<file path="config.mk">
export PLATFORM = sky130hd
export DESIGN_NAME = video_pattern_gen
export DESIGN_NICKNAME = d
export VERILOG_FILES = /design/src/rtl/video_pkg.sv /design/src/rtl/video_timing_cnt.sv /design/src/rtl/video_pattern_gen.sv
export SDC_FILE = /design/constraint.sdc
export NUM_CORES = 1
export LEC_CHECK = 0
export ABC_AREA = 1
export BUFFER_PORTS_ARGS = -buffer_cell sky130_fd_sc_hd__buf_2
export CORE_ASPECT_RATIO = 1.2
export CORE_MARGIN = 3
export CORE_UTILIZATION = 53
export DETAILED_ROUTE_END_ITERATION = 16
export GPL_ROUTABILITY_DRIVEN = 0
export PLACE_DENSITY = 0.75
export RECOVER_POWER = 100
export SLEW_MARGIN = 20
export SYNTH_ARGS = -nofsm -noshare
export SYNTH_HDL_FRONTEND = slang
export SYNTH_SLANG_ARGS = --single-unit
export TNS_END_PERCENT = 10
</file>
<file path="constraint.sdc">
create_clock -name I_clk -period 1.7 [get_ports I_clk]
set_input_delay 0.34 -clock I_clk [delete_from_list [all_inputs] [get_ports I_clk]]
set_output_delay 0.34 -clock I_clk [all_outputs]
set_load 0.1 [all_outputs]
</file>
<file path="src/rtl/video_pkg.sv">
// Shared video definitions: pattern select codes and the colour-bar palette,
// used by the pattern generator and by downstream image-processing blocks.
package video_pkg;

  localparam int CNT_W = 16;

  typedef enum logic [1:0] {
    PAT_BARS  = 2'd0,
    PAT_GREY  = 2'd1,
    PAT_SOLID = 2'd2,
    PAT_CHECK = 2'd3
  } pattern_e;

  localparam logic [23:0] RGB_WHITE   = 24'hFFFFFF;
  localparam logic [23:0] RGB_YELLOW  = 24'hFFFF00;
  localparam logic [23:0] RGB_CYAN    = 24'h00FFFF;
  localparam logic [23:0] RGB_GREEN   = 24'h00FF00;
  localparam logic [23:0] RGB_MAGENTA = 24'hFF00FF;
  localparam logic [23:0] RGB_RED     = 24'hFF0000;
  localparam logic [23:0] RGB_BLUE    = 24'h0000FF;
  localparam logic [23:0] RGB_BLACK   = 24'h000000;

  // Standard left-to-right bar order.
  function automatic logic [23:0] bar_rgb(input logic [2:0] idx);
    case (idx)
      3'd0:    bar_rgb = RGB_WHITE;
      3'd1:    bar_rgb = RGB_YELLOW;
      3'd2:    bar_rgb = RGB_CYAN;
      3'd3:    bar_rgb = RGB_GREEN;
      3'd4:    bar_rgb = RGB_MAGENTA;
      3'd5:    bar_rgb = RGB_RED;
      3'd6:    bar_rgb = RGB_BLUE;
      default: bar_rgb = RGB_BLACK;
    endcase
  endfunction

endpackage

</file>
<file path="src/rtl/video_timing_cnt.sv">
// Raster h/v counters with region decode; sync and DE are registered so they
// line up with pixel data registered from the same counter state.
module video_timing_cnt
  import video_pkg::*;
#(
  parameter int   H_ACTIVE = 1920,
  parameter int   H_FP     = 88,
  parameter int   H_SYNC   = 44,
  parameter int   H_BP     = 148,
  parameter int   V_ACTIVE = 1080,
  parameter int   V_FP     = 4,
  parameter int   V_SYNC   = 5,
  parameter int   V_BP     = 36,
  parameter logic HS_POL   = 1'b0,
  parameter logic VS_POL   = 1'b0
) (
  input  logic             clk,
  input  logic             rst_n,
  input  logic             run,
  output logic             active,
  output logic             frame_origin,
  output logic             first_active,
  output logic             last_pixel,
  output logic [CNT_W-1:0] pos_x,
  output logic [CNT_W-1:0] pos_y,
  output logic             hs,
  output logic             vs,
  output logic             de
);

  localparam int H_TOTAL = H_SYNC + H_BP + H_ACTIVE + H_FP;
  localparam int V_TOTAL = V_SYNC + V_BP + V_ACTIVE + V_FP;

  localparam logic [CNT_W-1:0] H_SYNC_END = CNT_W'(H_SYNC);
  localparam logic [CNT_W-1:0] H_ACT_BEG  = CNT_W'(H_SYNC + H_BP);
  localparam logic [CNT_W-1:0] H_ACT_END  = CNT_W'(H_SYNC + H_BP + H_ACTIVE);
  localparam logic [CNT_W-1:0] H_LAST     = CNT_W'(H_TOTAL - 1);
  localparam logic [CNT_W-1:0] V_SYNC_END = CNT_W'(V_SYNC);
  localparam logic [CNT_W-1:0] V_ACT_BEG  = CNT_W'(V_SYNC + V_BP);
  localparam logic [CNT_W-1:0] V_ACT_END  = CNT_W'(V_SYNC + V_BP + V_ACTIVE);
  localparam logic [CNT_W-1:0] V_LAST     = CNT_W'(V_TOTAL - 1);

  logic [CNT_W-1:0] h_cnt_reg;
  logic [CNT_W-1:0] v_cnt_reg;
  logic             h_sync;
  logic             v_sync;
  logic             h_act;
  logic             v_act;
  logic             hs_reg;
  logic             vs_reg;
  logic             de_reg;

  // Counters sit at the frame origin whenever the generator is not running.
  always_ff @(posedge clk or negedge rst_n) begin
    if (!rst_n) begin
      h_cnt_reg <= '0;
      v_cnt_reg <= '0;
    end else if (!run) begin
      h_cnt_reg <= '0;
      v_cnt_reg <= '0;
    end else if (h_cnt_reg == H_LAST) begin
      h_cnt_reg <= '0;
      v_cnt_reg <= (v_cnt_reg == V_LAST) ? '0 : v_cnt_reg + 1'b1;
    end else begin
      h_cnt_reg <= h_cnt_reg + 1'b1;
    end
  end

  always_comb begin
    h_sync = (h_cnt_reg < H_SYNC_END);
    v_sync = (v_cnt_reg < V_SYNC_END);
    h_act  = (h_cnt_reg >= H_ACT_BEG) && (h_cnt_reg < H_ACT_END);
    v_act  = (v_cnt_reg >= V_ACT_BEG) && (v_cnt_reg < V_ACT_END);
  end

  assign active       = run && h_act && v_act;
  assign frame_origin = (h_cnt_reg == '0) && (v_cnt_reg == '0);
  assign first_active = run && (h_cnt_reg == H_ACT_BEG) && (v_cnt_reg == V_ACT_BEG);
  assign last_pixel   = run && (h_cnt_reg == H_LAST) && (v_cnt_reg == V_LAST);
  assign pos_x        = h_cnt_reg - H_ACT_BEG;
  assign pos_y        = v_cnt_reg - V_ACT_BEG;

  always_ff @(posedge clk or negedge rst_n) begin
    if (!rst_n) begin
      hs_reg <= ~HS_POL;
      vs_reg <= ~VS_POL;
      de_reg <= 1'b0;
    end else begin
      hs_reg <= (run && h_sync) ? HS_POL : ~HS_POL;
      vs_reg <= (run && v_sync) ? VS_POL : ~VS_POL;
      de_reg <= active;
    end
  end

  assign hs = hs_reg;
  assign vs = vs_reg;
  assign de = de_reg;

endmodule

</file>
<file path="src/rtl/video_pattern_gen.sv">
// Test-pattern video source: run/drain/idle control, per-frame pattern latch
// and pixel generation on top of the shared raster timing counter.
module video_pattern_gen
  import video_pkg::*;
#(
  parameter int   H_ACTIVE = 1920,
  parameter int   H_FP     = 88,
  parameter int   H_SYNC   = 44,
  parameter int   H_BP     = 148,
  parameter int   V_ACTIVE = 1080,
  parameter int   V_FP     = 4,
  parameter int   V_SYNC   = 5,
  parameter int   V_BP     = 36,
  parameter logic HS_POL   = 1'b0,
  parameter logic VS_POL   = 1'b0
) (
  input  logic        I_clk,
  input  logic        I_rst_n,
  input  logic        I_enable,
  input  logic [1:0]  I_pattern_sel,
  input  logic [23:0] I_solid_rgb,
  output logic        O_vs,
  output logic        O_hs,
  output logic        O_de,
  output logic [23:0] O_rgb,
  output logic        O_frame_start,
  output logic [15:0] O_frame_cnt
);

  localparam logic [1:0] ST_IDLE  = 2'd0;
  localparam logic [1:0] ST_RUN   = 2'd1;
  localparam logic [1:0] ST_DRAIN = 2'd2;

  localparam int BAR_W = (H_ACTIVE / 8 > 0) ? H_ACTIVE / 8 : 1;
  localparam logic [CNT_W-1:0] BAR_LAST = CNT_W'(BAR_W - 1);

  logic [1:0]       state_reg;
  logic [1:0]       state_next;
  logic             run;
  logic             active;
  logic             frame_origin;
  logic             first_active;
  logic             last_pixel;
  logic [CNT_W-1:0] pos_x;
  logic [CNT_W-1:0] pos_y;
  pattern_e         pattern_reg;
  logic [23:0]      solid_reg;
  logic [CNT_W-1:0] bar_cnt_reg;
  logic [2:0]       bar_idx_reg;
  logic [23:0]      pixel_next;
  logic [23:0]      rgb_reg;
  logic             frame_start_reg;
  logic [15:0]      frame_cnt_reg;
  logic             unused_pos;

  assign run        = (state_reg != ST_IDLE);
  assign unused_pos = ^{pos_x[CNT_W-1:8], pos_y[CNT_W-1:5], pos_y[3:0]};

  video_timing_cnt #(
    .H_ACTIVE (H_ACTIVE),
    .H_FP     (H_FP),
    .H_SYNC   (H_SYNC),
    .H_BP     (H_BP),
    .V_ACTIVE (V_ACTIVE),
    .V_FP     (V_FP),
    .V_SYNC   (V_SYNC),
    .V_BP     (V_BP),
    .HS_POL   (HS_POL),
    .VS_POL   (VS_POL)
  ) u_timing (
    .clk          (I_clk),
    .rst_n        (I_rst_n),
    .run          (run),
    .active       (active),
    .frame_origin (frame_origin),
    .first_active (first_active),
    .last_pixel   (last_pixel),
    .pos_x        (pos_x),
    .pos_y        (pos_y),
    .hs           (O_hs),
    .vs           (O_vs),
    .de           (O_de)
  );

  // A stop request never truncates a frame: DRAIN finishes it first.
  always_comb begin
    state_next = state_reg;
    case (state_reg)
      ST_IDLE:  if (I_enable) state_next = ST_RUN;
      ST_RUN:   if (!I_enable) state_next = last_pixel ? ST_IDLE : ST_DRAIN;
      ST_DRAIN: begin
        if (I_enable)        state_next = ST_RUN;
        else if (last_pixel) state_next = ST_IDLE;
      end
      default:  state_next = ST_IDLE;
    endcase
  end

  always_ff @(posedge I_clk or negedge I_rst_n) begin
    if (!I_rst_n) state_reg <= ST_IDLE;
    else          state_reg <= state_next;
  end

  always_ff @(posedge I_clk or negedge I_rst_n) begin
    if (!I_rst_n) begin
      pattern_reg <= PAT_BARS;
      solid_reg   <= '0;
    end else if (frame_origin) begin
      pattern_reg <= pattern_e'(I_pattern_sel);
      solid_reg   <= I_solid_rgb;
    end
  end

  // Bar index advances every BAR_W active pixels, restarting on each line.
  always_ff @(posedge I_clk or negedge I_rst_n) begin
    if (!I_rst_n) begin
      bar_cnt_reg <= '0;
      bar_idx_reg <= '0;
    end else if (!active) begin
      bar_cnt_reg <= '0;
      bar_idx_reg <= '0;
    end else if (bar_cnt_reg == BAR_LAST) begin
      bar_cnt_reg <= '0;
      bar_idx_reg <= bar_idx_reg + 3'd1;
    end else begin
      bar_cnt_reg <= bar_cnt_reg + 1'b1;
    end
  end

  always_comb begin
    pixel_next = RGB_BLACK;
    case (pattern_reg)
      PAT_BARS:  pixel_next = bar_rgb(bar_idx_reg);
      PAT_GREY:  pixel_next = {3{pos_x[7:0]}};
      PAT_SOLID: pixel_next = solid_reg;
      PAT_CHECK: pixel_next = (pos_x[4] ^ pos_y[4]) ? RGB_WHITE : RGB_BLACK;
      default:   pixel_next = RGB_BLACK;
    endcase
  end

  always_ff @(posedge I_clk or negedge I_rst_n) begin
    if (!I_rst_n) begin
      rgb_reg         <= '0;
      frame_start_reg <= 1'b0;
      frame_cnt_reg   <= '0;
    end else begin
      rgb_reg         <= active ? pixel_next : RGB_BLACK;
      frame_start_reg <= first_active;
      if (last_pixel) frame_cnt_reg <= frame_cnt_reg + 16'd1;
    end
  end

  assign O_rgb         = rgb_reg;
  assign O_frame_start = frame_start_reg;
  assign O_frame_cnt   = frame_cnt_reg;

endmodule

</file>
; Yosys cells after proc, flatten, opt, wreduce, memory -nomap -nowiden
; Cells that the tools add are included.
[classes]
n_addsub = 7
multipliers = 0
div_mod_pow = 0
n_lt_le_gt_ge = 6
n_eq_ne = 21
n_shift = 0
n_mux = 21
bitwise_logic = 1
reduce_logical = 18
[op_table]
columns = cell, n
row1 = 24-bit one-hot mux with 7 select lines, 1
row2 = 16-bit 2-to-1 mux, 7
row3 = 24-bit one-hot mux with 4 select lines, 1
row4 = "16-bit by 1-bit adder with 16-bit output, second input constant", 4
row5 = 24-bit 2-to-1 mux, 2
row6 = "16-bit by 8-bit equality test with 1-bit output, second input constant", 2
row7 = 16-bit logical NOT, 2
row8 = "16-bit by 11-bit equality test with 1-bit output, second input constant", 1
row9 = "16-bit by 12-bit equality test with 1-bit output, second input constant", 1
row10 = "16-bit by 6-bit equality test with 1-bit output, second input constant", 1
row11 = "16-bit by 6-bit greater-or-equal comparator with 1-bit output, second input constant", 1
row12 = "16-bit by 8-bit greater-or-equal comparator with 1-bit output, second input constant", 1
row13 = "16-bit by 11-bit less-than comparator with 1-bit output, second input constant", 1
row14 = "16-bit by 12-bit less-than comparator with 1-bit output, second input constant", 1
row15 = "16-bit by 3-bit less-than comparator with 1-bit output, second input constant", 1
row16 = "16-bit by 6-bit less-than comparator with 1-bit output, second input constant", 1
row17 = 1-bit logical AND, 11
row18 = 2-bit 2-to-1 mux, 5
row19 = "3-bit equality test, second input constant", 3
row20 = "8-bit subtractor, second input constant", 1
row21 = "2-bit equality test, second input constant", 3
row22 = "3-bit by 2-bit equality test with 1-bit output, second input constant", 2
row23 = 3-bit 2-to-1 mux, 2
row24 = "2-bit inequality test, second input constant", 3
row25 = 13 further kinds, 16
[totals]
regBits = 123
latch_bits = 0
mem_bits_rw = 0
mem_bits_ro = 0
input_bits = 29
elab_cells = 87
memories = 0

; Depth between registers and ports, before layout
[logic_depth]
depth_word = 6
depth_mapped = 13

; Cells and area by module
; Synthesis repeated with hierarchy kept, for this count alone.
[unflattened]
cells_unflattened = 855
area_unflattened_um2 = 6807.8
[modules_own_cells]
columns = mod, instances, cells_each, area_each_um2
row1 = video_pattern_gen, 1, 434, 4038.9
row2 = video_timing_cnt, 1, 421, 2768.9

; Least setup slack after synthesis
; Ideal clock, no wire load.
[synth_timing]
kind = register -> register
start = register frame_cnt_reg[0] (netlist: O_frame_cnt[0])
end = register frame_cnt_reg[14] (netlist: O_frame_cnt[14])
setup_ns = 0.130
arrival_ns = 1.947
slack_ns = -0.377
path_stages_with_launch = 8
n_path_buf = 0
synth_period_minus_slack_ns = 2.077
path_cell_list = dfrtp_1 -> ha_1 -> nand3_1 -> nor2_1 -> nand3_1 -> xor2_1 -> nand2_1 -> o21ai_0
[synth_via]
elab_chain_len = 1
[synth_lines]
columns = element, line
row1 = from (decl), video_pattern_gen.sv:53  ; logic [15:0] frame_cnt_reg;
row2 = from (signal assigned), video_pattern_gen.sv:149  ; if (last_pixel) frame_cnt_reg <= frame_cnt_reg + 16'd1;
row3 = 16-bit by 1-bit adder with 16-bit output, video_pattern_gen.sv:149
; No other way between the ends.
; A chain may end at the register's enable or synchronous reset.

; Worst setup path in the final report
[layout_timing]
start = register u_timing.v_cnt_reg[1]
end = register rgb_reg[19] (netlist: O_rgb[19])
[layout_via]
elab_chain_len = 5
elab_cells_between_ends = 9
classes_between = add/sub (1) / order compare (2) / mux (3) / bitwise (1) / reduce/logical (2)
[layout_lines]
columns = element, line
row1 = from (decl), video_timing_cnt.sv:44  ; logic [CNT_W-1:0] v_cnt_reg;
row2 = from (signal assigned), video_timing_cnt.sv:63  ; v_cnt_reg <= (v_cnt_reg == V_LAST) ? '0 : v_cnt_reg + 1'b1;
row3 = 5-bit by 4-bit subtractor with 5-bit output, video_timing_cnt.sv:81  ; assign pos_y = v_cnt_reg - V_ACT_BEG;
row4 = 1-bit bitwise XOR, video_pattern_gen.sv:136  ; PAT_CHECK: pixel_next = (pos_x[4] ^ pos_y[4]) ? RGB_WHITE : RGB_BLACK;
row5 = 24-bit 2-to-1 mux, video_pattern_gen.sv:136
row6 = 24-bit one-hot mux with 4 select lines, video_pattern_gen.sv:132  ; case (pattern_reg)
row7 = 24-bit 2-to-1 mux (*), video_pattern_gen.sv:147  ; rgb_reg <= active ? pixel_next : RGB_BLACK;
row8 = to (signal assigned), video_pattern_gen.sv:147
row9 = to (decl), video_pattern_gen.sv:51  ; logic [23:0] rgb_reg;
; Mark *: on every way between the ends. The rest lies on a longest branch, timed or not.

==> flow_summary.ini <==
[outcome]
status = finished with violations
violations = setup timing

[power_and_ir_drop]
pwr-share-clk = 0.397
power_frac_comb = 0.237
peakVddDrop_v = 0.0006854
seqPwrFrac = 0.367
power.density_nw_per_um2 = 1141
p_switching_mw = 3.210
p_leak_nw = 4.257
internal_power_mw = 6.478
switching_share = 0.3313

[die]
core.rowCount = 42
die_height_um = 124.6
fp.coreArea_um2 = 11250
start_util = 0.5527
die_w_um = 104.9
io_pins = 73
dieArea_um2 = 13070

[global_route]
antenna_found_initial = 0
grt_max_degree = 39
grt_pass1_wl_um = 28320
grt_usage = 0.2689
grt_pass1_vias = 6052
grt.overflow.total = 0

[timing]
finalSetupViolations = 68
fin_worst_skew_ns = 0.01201
slew_headroom = 0.3517
finalCriticalPeriod_ns = 1.944
final-max-slew-violation-count = 0
max_freq_mhz = 514.5
hold_violations = 0
fin_crit_sh = 1.143
tns_ns = -4.816
worstMarginPinSlew_ns = 0.9725
fin_ws_ns = -0.2436
rsz0062_at_grt = yes

[place]
place_inst = 1035
hpwl_um = 11120
pre_cts_ws_ns = -0.1668
placed_area_um2 = 7253
port_buffers = 72

[drt]
firstDrtPassIters = 7
num_vias = 6211
drc = 0
dr.first_iter.drc_count = 465
antenna_left = 0
wirelength_um = 19190
routed_via_density = 5.735
post_drt_wl_per_cell_um = 17.71

[synth]
synth.area.mux_share = 0
seq_area_frac_synth = 0.4956
synth_top_family_by_area = simple AND/OR/NAND/NOR gates
yosysWarnings = 0
synth_cell_type_count = 35
syn_avg_cell_area_um2 = 8.125
yosys.area_share.xor_xnor = 0.04086
synth_compound_area_frac = 0.07367
syn_area_um2 = 6216
synth_edf_count = 0
synthArstFlopShare = 1.000
postSynthCellCount = 765
synthSimpleGateAreaFrac = 0.2895
synth_seq_cells = 123
synth_adder_area_share = 0.03221
ys.flop_type = dfrtp_1
mappedNetlistNets = 810

[clock_tree]
clock_latency_ns = 0.43
cts_buffers = 17
cts_tree = built
htreeDepth = 4
clk_pin_slew_ns = 0.06
cts.sinks = 123
clk_path_buf_depth = 2
cts_root_buf = clkbuf_16

[finish]
layout.nets = 961
multi_input_area_um2 = 3100
antenna_cells = 0
syn_to_final_growth_pct = 36.57
regArea_um2 = 3105
mostFrequentLayoutCells = nand2_1, dfrtp_1, nor2_1
final_common_cell = nand2_1
design_area_um2 = 8489
drive_above_1_share = 0.3175
fill_cells = 733
fin_cells = 1083

[setup_path]
cp_max_fo = 8
cp.arrival_ns = 2.27
setup.worst_path.end_class = flop
cp.required_ns = 2.02
worstReg2RegEnd = O_rgb[19]
r2r.worst_path.cells = 13
startpoint_type = flop
path_class = reg -> reg
timing.rr.start = u_timing.v_cnt_reg[1]
rrSetupSlack_ns = -0.24

[hold_path]
hp-start = I_solid_rgb[14]
holdPathEnd = solid_reg[14]
whs_path_depth = 3
hold_path_class = in -> reg

[job]
cap_violations = 0
## cells by family (layout without fill, tap and decap cells)
| group | after synthesis | count (layout) |
|---|---|---|
| AOI/OAI and AO/OA | 87 | 87 |
| xor gates and xnor gates | 29 | 29 |
| buffers and inverters | 98 | 259 |
| and+or+nand+nor | 412 | 415 |
| DFF | 123 | 123 |
| adders and majority gates | 16 | 16 |
## critical path: stages (launching register included)
cell and delay (ns):
dfrtp_1 0.39, inv_2 0.10, ha_4 0.15, inv_4 0.04
nor2_4 0.09, nand2_2 0.07, nand2_1 0.08, nand2_1 0.05
nand2_1 0.08, nand2_2 0.06, nor2_4 0.17, nand3_1 0.13
buf_6 0.17, nor2_1 0.24
## layer usage
| layer | track usage | share of wire | up-vias |
|---|---|---|---|
| li1 | - | - | 2790 |
| met5 | 0 | 0 | - |
| met4 | 0.1421 | 0.047 | 0 |
| met2 | 0.4601 | 0.51 | 346 |
| met3 | 0.05962 | 0.071 | 94 |
| met1 | 0.3133 | 0.37 | 2981 |
## final cells by class
type / instances / share of cell area
Clock inverter: 13 / 0.01960
Tap cell: 154 / 0.02270
Sequential cell: 123 / 0.3658
Inverter: 79 / 0.03522
Multi-Input combinational cell: 547 / 0.3652
Clock buffer: 19 / 0.05335
Timing Repair Buffer: 148 / 0.1381
## synthesized netlist by cell type, drive strengths merged (2+ instances only)
library cell	number	area share
dfrtp	121	0.49
nor3	19	0.016
inv	79	0.048
nand3	75	0.060
nand4	10	0.010
a31oi	2	0.0020
ha	16	0.032
dfstp	2	0.0085
xor2	24	0.034
o22ai	8	0.0081
o21ai	35	0.028
a21oi	39	0.031
xnor2	5	0.0070
clkbuf	3	0.0018
nand2	192	0.12
or2	2	0.0020
nand3b	5	0.0060
buf	16	0.019
nor4	6	0.011
nor2	100	0.063
## power by group through the flow
stage                     clock network (mW)  registers (mW)  logic, mW
after floorplan                            0            3.50       1.08
after global placement                     0            3.51       1.57
after detailed placement                   0            3.52       1.61
after CTS                               3.80            3.49       1.79
after global routing                    4.00            3.57       2.40
final                                   3.84            3.55       2.29
## worst max path at each step
stage                                      from              to  slack [ns]  cells past startpoint
after global routing      u_timing.v_cnt_reg[1]       O_rgb[19]       -0.30                     13
after floorplan           u_timing.v_cnt_reg[0]  bar_cnt_reg[4]       -0.05                     10
after CTS                 u_timing.v_cnt_reg[1]   solid_reg[12]       -0.09                     12
final                     u_timing.v_cnt_reg[1]       O_rgb[19]       -0.24                     13
after detailed placement  u_timing.v_cnt_reg[1]        O_rgb[2]       -0.17                     10
after global placement    u_timing.v_cnt_reg[1]       O_rgb[10]       -0.09                     10
## through the flow
stage                     total power, mW  hold slack [ns]  utilization
after floorplan                     4.578          0.04441            -
after detailed placement            5.132           0.3482       0.6450
final                               9.688           0.1500       0.7549
after global routing                9.964           0.1524       0.7549
after CTS                           9.090           0.1486       0.7216
after global placement              5.082           0.3358       0.6450
## what timing repair did
item / 4_1_cts / 5_1_grt
pin swaps: 8 / 17
endpoints found under the hold margin: 33 / 0
hold buffers: 1 / 0
endpoints found under the setup margin: 110 / 114
gates cloned: 3 / 5
setup buffers: 4 / 3
resized for setup: 42 / 80
(Power assumes the default switching activity.)
